**src/rtl/mux_pkg.sv**
```systemverilog
`default_nettype none
// ============================================================================
// Module      : mux_pkg
// Description : Shared select encodings for the 4:1 word multiplexer.
// Revision    : 1.0 - initial release
// ============================================================================
package mux_pkg;

    localparam logic [1:0] SEL_D0 = 2'b00;
    localparam logic [1:0] SEL_D1 = 2'b01;
    localparam logic [1:0] SEL_D2 = 2'b10;
    localparam logic [1:0] SEL_D3 = 2'b11;

endpackage : mux_pkg
`default_nettype wire

```
**src/rtl/mux2.sv**
```systemverilog
`default_nettype none
// ============================================================================
// Module      : mux2
// Description : WIDTH-bit 2:1 multiplexer, leaf cell of the 4:1 select tree.
// Revision    : 1.0 - initial release
// ============================================================================
module mux2 #(
    parameter int WIDTH = 8
) (
    input  logic [WIDTH-1:0] a_i,
    input  logic [WIDTH-1:0] b_i,
    input  logic             sel_i,
    output logic [WIDTH-1:0] y_o
);

    // Ternary keeps an unknown select visible as X instead of defaulting to a_i.
    assign y_o = sel_i ? b_i : a_i;

endmodule : mux2
`default_nettype wire

```
**src/rtl/mux_4to1.sv**
```systemverilog
`default_nettype none
// ============================================================================
// Module      : mux_4to1
// Description : Zero-latency 4:1 word mux with a one-cycle registered copy.
// Revision    : 1.0 - initial release
// ============================================================================
module mux_4to1
    import mux_pkg::*;
#(
    parameter int WIDTH = 8
) (
    input  logic             clk,
    input  logic             reset,
    input  logic [WIDTH-1:0] d0,
    input  logic [WIDTH-1:0] d1,
    input  logic [WIDTH-1:0] d2,
    input  logic [WIDTH-1:0] d3,
    input  logic [1:0]       S,
    output logic [WIDTH-1:0] y,
    output logic [WIDTH-1:0] y_q
);

    logic [WIDTH-1:0] w_lo;
    logic [WIDTH-1:0] w_hi;
    logic [WIDTH-1:0] y_d;

    mux2 #(.WIDTH(WIDTH)) u_lo (
        .a_i   (d0),
        .b_i   (d1),
        .sel_i (S[0]),
        .y_o   (w_lo)
    );

    mux2 #(.WIDTH(WIDTH)) u_hi (
        .a_i   (d2),
        .b_i   (d3),
        .sel_i (S[0]),
        .y_o   (w_hi)
    );

    mux2 #(.WIDTH(WIDTH)) u_out (
        .a_i   (w_lo),
        .b_i   (w_hi),
        .sel_i (S[1]),
        .y_o   (y_d)
    );

    // y never passes through the register, so it is valid without a clock.
    assign y = y_d;

    always_ff @(posedge clk) begin
        if (reset) begin
            y_q <= '0;
        end else begin
            y_q <= y_d;
        end
    end

endmodule : mux_4to1
`default_nettype wire

```
**config.mk**
```make
export PLATFORM = sky130hd
export DESIGN_NAME = mux_4to1
export DESIGN_NICKNAME = d
export VERILOG_FILES = /design/src/rtl/mux_pkg.sv /design/src/rtl/mux2.sv /design/src/rtl/mux_4to1.sv
export SDC_FILE = /design/constraint.sdc
export NUM_CORES = 1
export LEC_CHECK = 0
export BUFFER_PORTS_ARGS = -buffer_cell sky130_fd_sc_hd__buf_2
export CAP_MARGIN = 10
export CORE_MARGIN = 2
export CORE_UTILIZATION = 39
export DETAILED_ROUTE_END_ITERATION = 16
export GPL_TIMING_DRIVEN = 1
export PLACE_DENSITY = 0.89
export SYNTH_ARGS = -nofsm -noshare
export SYNTH_HDL_FRONTEND = slang
export SYNTH_HIERARCHICAL = 1
export SYNTH_SLANG_ARGS = --single-unit
```
**constraint.sdc**
```tcl
create_clock -name clk -period 2.6 [get_ports clk]
set_input_delay 0.39 -clock clk [delete_from_list [all_inputs] [get_ports clk]]
set_output_delay 0.39 -clock clk [all_outputs]
set_load 0.02 [all_outputs]
```
* Yosys cells after proc, flatten, opt, wreduce, memory -nomap -nowiden
Cells that the tools add are included.
** Cells by class
- Muxes and demuxes :: 3
** Operator list (number)
- $mux 8 :: 3
** Word-level totals
- Bits in registers :: 8
- Output and inout port bits :: 16
- Logic and storage cells :: 4

* Longest topological paths before layout
- Depth after elaboration :: 2
- Depth in mapped cells :: 4
- Depth with buffers taken out :: 3

* Modules after synthesis
Netlist, hierarchy kept.
** Modules (own cells, without submodules)
- mux2 :: instances 3, cells each 9, area each 131.4 um^2
- mux_4to1 :: instances 1, cells each 16, area each 210.2 um^2

* Least setup slack after synthesis
Ideal clock, no wire load.
- Path kind :: in2out
- Start :: input port S[0]
- End :: output port y[0]
- Data arrival time :: 1.116 ns
- Data required time :: 2.210 ns
- Setup slack :: 1.094 ns
- Stages :: 3
- Path buffers :: 1
- Path through :: buf_6 -> mux2_4 -> mux2_4
** On the way
- Longest elaborated chain between the ends :: 2
- Elaborated cells on any way between the ends :: 3
- Those cells by class :: mux: 3
** Ends and longest elaborated chain
- from (decl) :: line mux_4to1.sv:18 : input logic [1:0] S,
- $mux 8 :: line mux2.sv:17 : assign y_o = sel_i ? b_i : a_i;
- named net w_lo[0] :: line mux_4to1.sv:23 : logic [WIDTH-1:0] w_lo;
- $mux 8 :: line mux2.sv:17
- to (decl) :: line mux_4to1.sv:19 : output logic [WIDTH-1:0] y,
The timed path passes the listed nets, and every way through them passes these cells.

* Worst setup path in the final report
Same ends and word-level chain as after synthesis.

==> impl_metrics.csv <==
group,metric,value,unit
die,io_pins,52,
global_routing,grt_pass1_wl,1900,um
worst_setup_path,worstPathCellList,"buf_2, mux2_4, mux2_4, buf_2",
synthesis,synthAdderAreaFrac,0,%
clock_tree,numCtsBuffers,3,
clock_tree,cts_tree,"built",
final_layout,antenna_cells,0,
final_layout,final_util,59.0,%
global_routing,grt_pass1_vias,441,
synthesis,synth_top_area_share,59.6,%
detailed_routing,ant_nets,0,
detailed_routing,vias_per_cell,4.65,
worst_setup_path,slowest_stage,"buf_2",
synthesis,synth_area,604,sq um
clock_tree,cts.clk_slew.worst_paths,0.05,ns
synthesis,synthDistinctLibCells,4,
worst_setup_path,path_buf_inv,2,
synthesis,syn_avg_cell_area,14.1,sq um
timing,layout_setup_ws,0.639,ns
final_layout,largestRegisters,"y_q x8",
synthesis,synth_edf_count,0,
synthesis,synth_seq_cells,8,
die,die_width,43.4,um
pwr,p_total,0.000378,W
synthesis,syn_nets,79,
die,fp-row-count,14,
synthesis,synth-compound-area-share,0,%
worst_setup_path,crit_path_start_kind,"input pin",
detailed_routing,dr.first_iter.drc_count,3,
synthesis,yosys-top-cells-count,"mux2_4, dfxtp_1, nor2b_1, buf_6",
detailed_routing,drtPass1Iterations,4,
worst_setup_path,cp.required,2.21,ns
clock_tree,cts-root-buf,"clkbuf_4",
synthesis,netlist_instances,43,
synthesis,yosysTopAreaCell,"mux2_4",
synthesis,synthArstFlopShare,0,%
timing,worstMarginPinSlew,0.487,ns
hold_path,min_from,"reset",
die,initial_core_util,41.1,%
global_routing,grt_max_degree,17,
synthesis,synthFlopType,"dfxtp_1",
detailed_routing,routed-wl-met3,153,um
detailed_routing,num_vias,511,
worst_setup_path,cp.arrival,1.57,ns
die,core,1470,sq um
worst_setup_path,worstSetupEndpointType,"output pin",
synthesis,synth.area.top_cells,"mux2_4, dfxtp_1, nor2b_1",
timing,setup_viol,0,
timing,min_period_over_period,75.4,%
synthesis,yosys_warnings,6,
place,gp_congestion,0.665,
pwr,cellPowerDensity,435,nW/um^2
global_routing,gr-usage-all-layers,13.5,%
synthesis,ys_seq_area_share,26.5,%
worst_setup_path,cp_max_fo,16,
timing,tns,0,ns
timing,slew_headroom,67.5,%
synthesis,synthMuxAreaShare,59.6,%
worst_setup_path,crit_cells,4,
detailed_routing,wl_met2,714,um
die,die_y,43.4,um
timing,final_max_slew_viol_count,0,
timing,fmaxAchievable,0.510,GHz
detailed_routing,top_layer,"met3",
clock_tree,cts_hold_buf,0,
synthesis,synth_xor_area_share,0,%
detailed_routing,m1WireLength,503,um
final_layout,largest_reg_flops,8,
synthesis,synthSimpleGateAreaFrac,8.28,%
timing,finalHoldViolCount,0,
detailed_routing,drc_errors,0,
clock_tree,post-cts-setup-buffers,0,
global_routing,antenna_found_initial,0,
place,dpl.cell_count,107,
final_layout,top_register,"y_q",
detailed_routing,wl_per_cell,12.5,um
global_routing,gr-total-overflow,0,
clock_tree,cts_max_level,1,
clock_tree,cts_max_path_buffers,2,
timing,post-route-min-period,1.96,ns
detailed_routing,wirelength,1370,um
hold_path,holdPathStages,2,
clock_tree,post_cts_resized,0,
pwr,irDropWorstVdd,0.000194,V
place,port_buffers,51,
hold_path,min_path_type,"in2reg",
synthesis,synth_top_family_by_area,"multiplexers",
final_layout,fillers,136,
final_layout,fin_nets,132,
worst_setup_path,cp_top_family,"multiplexers",
pwr,power_leakage,0.502,nW
timing,rsz0062_at_grt,"false",
status,outcome,"complete, no violations",
final_layout,drive_above_1_share,83.0,%
final_layout,areaGrowthSynthToFinish,43.7,%
hold_path,whs_endpoint,"y_q[2]$_SDFF_PP0_",
place,dp_slack,0.635,ns
clock_tree,cts_sinks,8,
synthesis,yosys.cell_count.top_type,"mux2_4",
flow_run,maxCapViolations,0,
worst_setup_path,worstSetupPathType,"in2out",
worst_setup_path,slowest_delay,0.40,ns
die,design.die.area,1880,sq um
final_layout,fin_cells,110,
## report_power, final
group	switching [W]	internal, W	leakage [nW]	total [W]
registers	0.00000194	0.000133	0.0667	0.000135
clock network	0.0000363	0.0000524	0.0138	0.0000888
logic	0.0000681	0.0000863	0.422	0.000154
total	0.000106	0.000271	0.502	0.000378
## cell families (layout without fill, tap and decap cells)
kind of cell           Yosys count  after routing
AND/OR/NAND/NOR                  8              8
flip-flops                       8              8
buffers and inverters            3             54
multiplexers                    24             24
## how the worst max path moves through the flow
stage	startpoint	endpoint	slack, ns
3_3_place_gp	S[0]	y[2]	0.66
3_5_place_dp	S[0]	y[4]	0.63
2_1_floorplan	S[0]	y[0]	1.09
4_1_cts	S[0]	y[0]	0.63
5_1_grt	S[0]	y[0]	0.60
6_report	S[0]	y[0]	0.64
## layer usage
metal / track usage [%] / up-vias
li1: - / 252
met1: 14.1 / 226
met2: 25.1 / 33
met3: 3.75 / 0
met4: 5.45 / 0
met5: 0 / -
## stage by stage
step           hold slack [ns]  area, sq um
2_1_floorplan            0.462          604
6_report                 0.417          868
5_1_grt                  0.419          868
3_5_place_dp             0.666          846
4_1_cts                  0.410          868
3_3_place_gp             0.660          846
## placed cells by master, fill, tap and decap left out
cell type	netlist	final
dfxtp_1	8	8
clkbuf_4	0	3
nor2b_1	8	8
mux2_4	24	24
buf_2	0	51
## area by class of cell
cell class	instances	area [sq um]	share of cell area, %
Multi-Input combinational cell	32	410	47.3
Timing Repair Buffer	51	255	29.4
Sequential cell	8	160	18.4
Clock buffer	3	22.5	2.59
Tap cell	16	20.0	2.31
Note: power is estimated with default switching activity, not from simulation.
